--- src/rtl/switch_pkg.sv ---
// Types and helpers shared by the switch_4port ingress and egress blocks.
package switch_pkg;

  localparam int NUM_PORTS = 4;
  localparam int DATA_W    = 8;
  localparam int PORT_ID_W = $clog2(NUM_PORTS);

  typedef logic [NUM_PORTS-1:0] port_mask_t;
  typedef logic [PORT_ID_W-1:0] port_id_t;

  // One-hot pick of the first set bit of mask at ptr, ptr+1, ... wrapping.
  function automatic port_mask_t rr_pick(input port_mask_t mask, input port_id_t ptr);
    port_mask_t pick;
    port_id_t   idx;
    pick = '0;
    for (int k = NUM_PORTS - 1; k >= 0; k--) begin
      idx = port_id_t'((int'(ptr) + k) % NUM_PORTS);
      if (mask[idx]) pick = port_mask_t'(1) << idx;
    end
    return pick;
  endfunction

endpackage

--- src/rtl/rr_arbiter.sv ---
// Combinational round-robin arbiter: first request at or after ptr wins.
module rr_arbiter
  import switch_pkg::*;
#(
  parameter int N  = NUM_PORTS,
  parameter int IW = (N > 1) ? $clog2(N) : 1
) (
  input  logic [N-1:0]  req,
  input  logic [IW-1:0] ptr,
  output logic [N-1:0]  grant,
  output logic [IW-1:0] grant_idx
);

  if (N == NUM_PORTS) begin : g_pkg
    assign grant = rr_pick(req, ptr);
  end else begin : g_generic
    // Scan from the farthest candidate down so the nearest one is kept.
    always_comb begin
      grant = '0;
      for (int k = N - 1; k >= 0; k--) begin
        if (req[(int'(ptr) + k) % N]) begin
          grant = '0;
          grant[(int'(ptr) + k) % N] = 1'b1;
        end
      end
    end
  end

  always_comb begin
    grant_idx = '0;
    for (int i = 0; i < N; i++) begin
      if (grant[i]) grant_idx = IW'(i);
    end
  end

endmodule

--- src/rtl/switch_out_port.sv ---
// Egress arbiter for one switch_4port output: round-robin over input heads,
// registered beat output and per-source saturating delivery counters.
module switch_out_port #(
  parameter int PORT_ID   = 0,
  parameter int NUM_PORTS = switch_pkg::NUM_PORTS,
  parameter int DATA_W    = switch_pkg::DATA_W,
  parameter int CNT_W     = 16,
  parameter int SRC_W     = (NUM_PORTS > 1) ? $clog2(NUM_PORTS) : 1
) (
  input  logic                        clk,
  input  logic                        rst_n,
  input  logic [NUM_PORTS-1:0]        req,
  input  logic [NUM_PORTS*DATA_W-1:0] head_data,
  input  logic                        out_en,
  input  logic                        cnt_clr,
  output logic [NUM_PORTS-1:0]        grant,
  output logic                        valid_out,
  output logic [SRC_W-1:0]            source_out,
  output logic [DATA_W-1:0]           data_out,
  output logic [NUM_PORTS*CNT_W-1:0]  pkt_cnt
);

  localparam logic [CNT_W-1:0] CNT_MAX = '1;

  if (PORT_ID < 0 || PORT_ID >= NUM_PORTS) begin : g_bad_port_id
    $error("switch_out_port: PORT_ID out of range");
  end

  logic [NUM_PORTS-1:0] elig;
  logic [NUM_PORTS-1:0] arb_grant;
  logic [SRC_W-1:0]     arb_idx;
  logic                 any_grant;

  logic [SRC_W-1:0]     rr_ptr_q, rr_ptr_d;
  logic [NUM_PORTS-1:0] last_grant_q, last_grant_d;
  logic                 valid_q, valid_d;
  logic [SRC_W-1:0]     source_q, source_d;
  logic [DATA_W-1:0]    data_q, data_d;
  logic [CNT_W-1:0]     cnt_q [NUM_PORTS];
  logic [CNT_W-1:0]     cnt_d [NUM_PORTS];

  // The head served last cycle is still requesting until its input port
  // clears the target bit, so it is masked out to avoid a double grant.
  assign elig = req & ~last_grant_q & {NUM_PORTS{out_en & rst_n}};

  rr_arbiter #(
    .N  (NUM_PORTS),
    .IW (SRC_W)
  ) u_arb (
    .req       (elig),
    .ptr       (rr_ptr_q),
    .grant     (arb_grant),
    .grant_idx (arb_idx)
  );

  assign grant     = arb_grant;
  assign any_grant = |arb_grant;

  always_comb begin
    rr_ptr_d     = rr_ptr_q;
    last_grant_d = arb_grant;
    valid_d      = any_grant;
    source_d     = source_q;
    data_d       = data_q;
    if (any_grant) begin
      rr_ptr_d = (arb_idx == SRC_W'(NUM_PORTS - 1)) ? '0 : arb_idx + 1'b1;
      source_d = arb_idx;
      data_d   = head_data[arb_idx*DATA_W +: DATA_W];
    end
  end

  // Counting follows the registered beat; a clear wins over a same-cycle beat.
  always_comb begin
    for (int i = 0; i < NUM_PORTS; i++) begin
      cnt_d[i] = cnt_q[i];
      if (cnt_clr) begin
        cnt_d[i] = '0;
      end else if (valid_q && source_q == SRC_W'(i) && cnt_q[i] != CNT_MAX) begin
        cnt_d[i] = cnt_q[i] + 1'b1;
      end
    end
  end

  always_ff @(posedge clk or negedge rst_n) begin
    if (!rst_n) begin
      rr_ptr_q     <= '0;
      last_grant_q <= '0;
      valid_q      <= 1'b0;
      source_q     <= '0;
      data_q       <= '0;
      for (int i = 0; i < NUM_PORTS; i++) cnt_q[i] <= '0;
    end else begin
      rr_ptr_q     <= rr_ptr_d;
      last_grant_q <= last_grant_d;
      valid_q      <= valid_d;
      source_q     <= source_d;
      data_q       <= data_d;
      for (int i = 0; i < NUM_PORTS; i++) cnt_q[i] <= cnt_d[i];
    end
  end

  assign valid_out  = valid_q;
  assign source_out = source_q;
  assign data_out   = data_q;

  for (genvar i = 0; i < NUM_PORTS; i++) begin : g_cnt_out
    assign pkt_cnt[i*CNT_W +: CNT_W] = cnt_q[i];
  end

endmodule

--- config.mk ---
export PLATFORM = sky130hd
export DESIGN_NAME = switch_out_port
export DESIGN_NICKNAME = d
export VERILOG_FILES = /design/src/rtl/switch_pkg.sv /design/src/rtl/rr_arbiter.sv /design/src/rtl/switch_out_port.sv
export SDC_FILE = /design/constraint.sdc
export NUM_CORES = 1
export LEC_CHECK = 0
export CAP_MARGIN = 20
export CELL_PAD_IN_SITES_DETAIL_PLACEMENT = 0
export CELL_PAD_IN_SITES_GLOBAL_PLACEMENT = 2
export CORE_MARGIN = 3
export CORE_UTILIZATION = 30
export CTS_BUF_LIST = sky130_fd_sc_hd__clkbuf_16
export DETAILED_ROUTE_END_ITERATION = 8
export GPL_ROUTABILITY_DRIVEN = 0
export GPL_TIMING_DRIVEN = 0
export PLACE_DENSITY_LB_ADDON = 0.25
export SYNTH_ARGS = -nofsm -noshare
export SYNTH_HDL_FRONTEND = slang
export SYNTH_SLANG_ARGS = --single-unit
--- constraint.sdc ---
create_clock -name clk -period 4.1 [get_ports clk]
set_clock_uncertainty 0.05 [all_clocks]
set_input_delay 0.82 -clock clk [delete_from_list [all_inputs] [get_ports clk]]
set_output_delay 0.82 -clock clk [all_outputs]
set_load 0.02 [all_outputs]
==> impl_metrics.tcl <==
set metrics [dict create \
    status "complete, no violations" \
    power_density_nw_per_um2 552 \
    arrival_ns 3.10 \
    multi_input_area_um2 2400 \
    die_h_um 129 \
    grt_antenna_before_repair 0 \
    cts_sinks 81 \
    crit_type "in -> out" \
    ioPinCount 119 \
    regArea_um2 2030 \
    mostFrequentLayoutCells "111 x clkdlybuf4s50_1, 80 x dfrtp_1, 64 x nor2_1" \
    drv_cap 0 \
    synth_edf_count 0 \
    hold_class "in -> async" \
    cp-end-kind "primary output" \
    worstRegToRegCells 10 \
    grt_pass1_vias 3858 \
    grt_max_degree 36 \
    nFillCells 1394 \
    syn_area_um2 4510 \
    design_area_um2 6330 \
    finalWirelength_um 12000 \
    start_util 0.309 \
    grt_remaining_overflow 0 \
    routed-wl-met2_um 5750 \
    cts_tree "yes" \
    yosysTopAreaCellShare 0.450 \
    startpoint "rst_n" \
    ant_nets 0 \
    reg2reg_to "rr_ptr_q[1]" \
    crit_required_ns 3.23 \
    synthCells 435 \
    hold_violations 0 \
    cp_max_fo 35 \
    via_per_inst 5.02 \
    setup_viol 0 \
    yosys_register_bits 81 \
    synthFlopType "dfrtp_1" \
    syn_avg_cell_area_um2 10.4 \
    tightest_slew_ns 0.748 \
    diodes 0 \
    leakagePower_uw 0.00258 \
    met3_length_um 768 \
    grt_util_all_layers 0.150 \
    final.setup.tns_ns 0 \
    highest_layer "met4" \
    yosysUniqueCellTypes 56 \
    postSynth.asyncResetShare 1.00 \
    drv_slew 0 \
    met1_length_um 5310 \
    dieArea_um2 16500 \
    rows 44 \
    utilization 0.434 \
    drc_errors 0 \
    yosys.area.top_type "dfrtp_1" \
    clock_path_buffers 2 \
    drive_gt1_frac 0.108 \
    finalCriticalPeriod_ns 3.97 \
    synth-seq-area-share 0.450 \
    via_count 3803 \
    max-slew-margin-rel 0.494 \
    drt_iter0_drc 175 \
    io_buffers 117 \
    crit_end "grant[1]" \
    fin_crit_sh 0.969 \
    first_pass_iters 4 \
    clk_pin_slew_ns 0.06 \
    tritoncts.num_buffers 9 \
    r2r_slack_ns 0.71 \
    worstReg2RegStart "rr_ptr_q[1]" \
    syn2layout_area_growth_pct 40.5 \
    coreArea_um2 14600 \
    wire_per_inst_um 15.9 \
    ir_worst_vdd_mv 0.412 \
    layout_commonest_cell "clkdlybuf4s50_1" \
    cts_max_level 3 \
    synth_nets 488 \
    start_kind "primary input" \
    die_w_um 129 \
    clock_latency_ns 0.34 \
    placed_area_um2 5940 \
    synth_area_leaders "dfrtp_1 45%, xor2_1 5.4%, nor2_1 5.3%" \
    grt_pass1_wl_um 19800 \
    root_buffer "clkbuf_16" \
    fmaxAchievable_mhz 252 \
    yosys_warnings 0 \
    hpwl_um 8640 \
    rsz0062_at_grt "false" \
    hold_buffers 0 \
    nets 623 \
]
-- metrics by stage --
stage          power (µW)  hold WS, ns  setup WS [ns]  instances
2_1_floorplan        2130        0.474          0.792        435
3_3_place_gp         2630        0.457          -3.77        736
3_5_place_dp         2640        0.474         -0.436        738
4_1_cts              3550        0.319        -0.0299        757
5_1_grt              3740        0.331         0.0170        758
6_report             3500        0.319          0.129        758
-- worst max-delay path, cell delays in order --
cell and delay [ns]:
buf_4 0.21, buf_16 0.22, and4b_2 0.28, mux4_2 0.55, nor2b_4 0.18, a221o_1 0.40, inv_2 0.12, clkdlybuf4s15_2 0.28
-- state kept, by name, indices dropped and copies added (netlist names) --
register / cells
data_out: 8
last_grant_q: 4
pkt_cnt: 64
rr_ptr_q: 2
source_out: 2
valid_out: 1
-- synth_stat cells (2+ instances only) --
library cell,count
a211oi_1,3
a21oi_1,9
a22oi_1,3
a22oi_2,5
a2bb2oi_2,4
a41oi_2,2
and2_1,4
and3_1,9
and4_1,9
and4b_1,4
buf_6,2
clkbuf_1,6
dfrtp_1,81
ha_1,13
inv_1,16
mux2_2,4
mux2i_1,7
mux4_1,3
mux4_2,2
nand2_1,30
nand3_1,20
nand4_1,17
nand4b_1,4
nor2_1,64
nor2_4,2
nor2b_1,4
nor3_1,5
nor3b_1,2
nor4_1,2
o21ai_0,9
o21ai_1,3
o221ai_1,5
or3_1,10
xnor2_1,23
xor2_1,28
-- layer usage --
metal	up-vias	global-route usage
met2	94	0.245
met5	-	0
met3	13	0.0394
met4	0	0.0587
met1	1872	0.192
li1	1824	-
-- cell type report --
class / instances / share of cell area
well taps: 184 / 0.0363
clock buffers: 9 / 0.0356
clock inverters: 6 / 0.0121
multi-input cells: 328 / 0.380
flip-flops and latches: 81 / 0.320
inverters: 17 / 0.0101
plain buffers: 10 / 0.00889
repair buffers: 123 / 0.197
-- worst min-delay path by stage --
stage                start     endpoint  cells past startpoint  slack (ns)
6_report             rst_n  pkt_cnt[22]                      1        0.32
5_1_grt              rst_n  pkt_cnt[22]                      1        0.33
4_1_cts              rst_n  pkt_cnt[22]                      1        0.32
3_5_place_dp   data_out[7]  data_out[7]                      1        0.47
3_3_place_gp   data_out[4]  data_out[4]                      1        0.46
2_1_floorplan        rst_n  data_out[0]                      0        0.47
-- where the power goes --
group          leakage, µW  internal [µW]  switching, µW
clock             0.000155            522            316
combinational      0.00133            775            848
sequential         0.00110            919            118
total              0.00258           2220           1280
-- cell families (layout without fill, tap and decap cells) --
family / after synthesis / after routing / share of synthesized area
compound gates: 51 / 51 / 0.102
mux: 17 / 18 / 0.0555
xor+xnor: 51 / 51 / 0.0991
simple gates: 195 / 195 / 0.230
buf+inv: 27 / 165 / 0.0267
fa+ha+maj: 13 / 13 / 0.0361
flops: 81 / 81 / 0.450
-- timing repair --
action / in CTS / in global routing
gates resized for setup: 9 / 8
pin swaps: 2 / 0
setup buffers: 2 / 1
endpoints found under the setup margin: 4 / 4
cloned: 2 / 0
No activity file was read; power rests on OpenSTA's default activity.
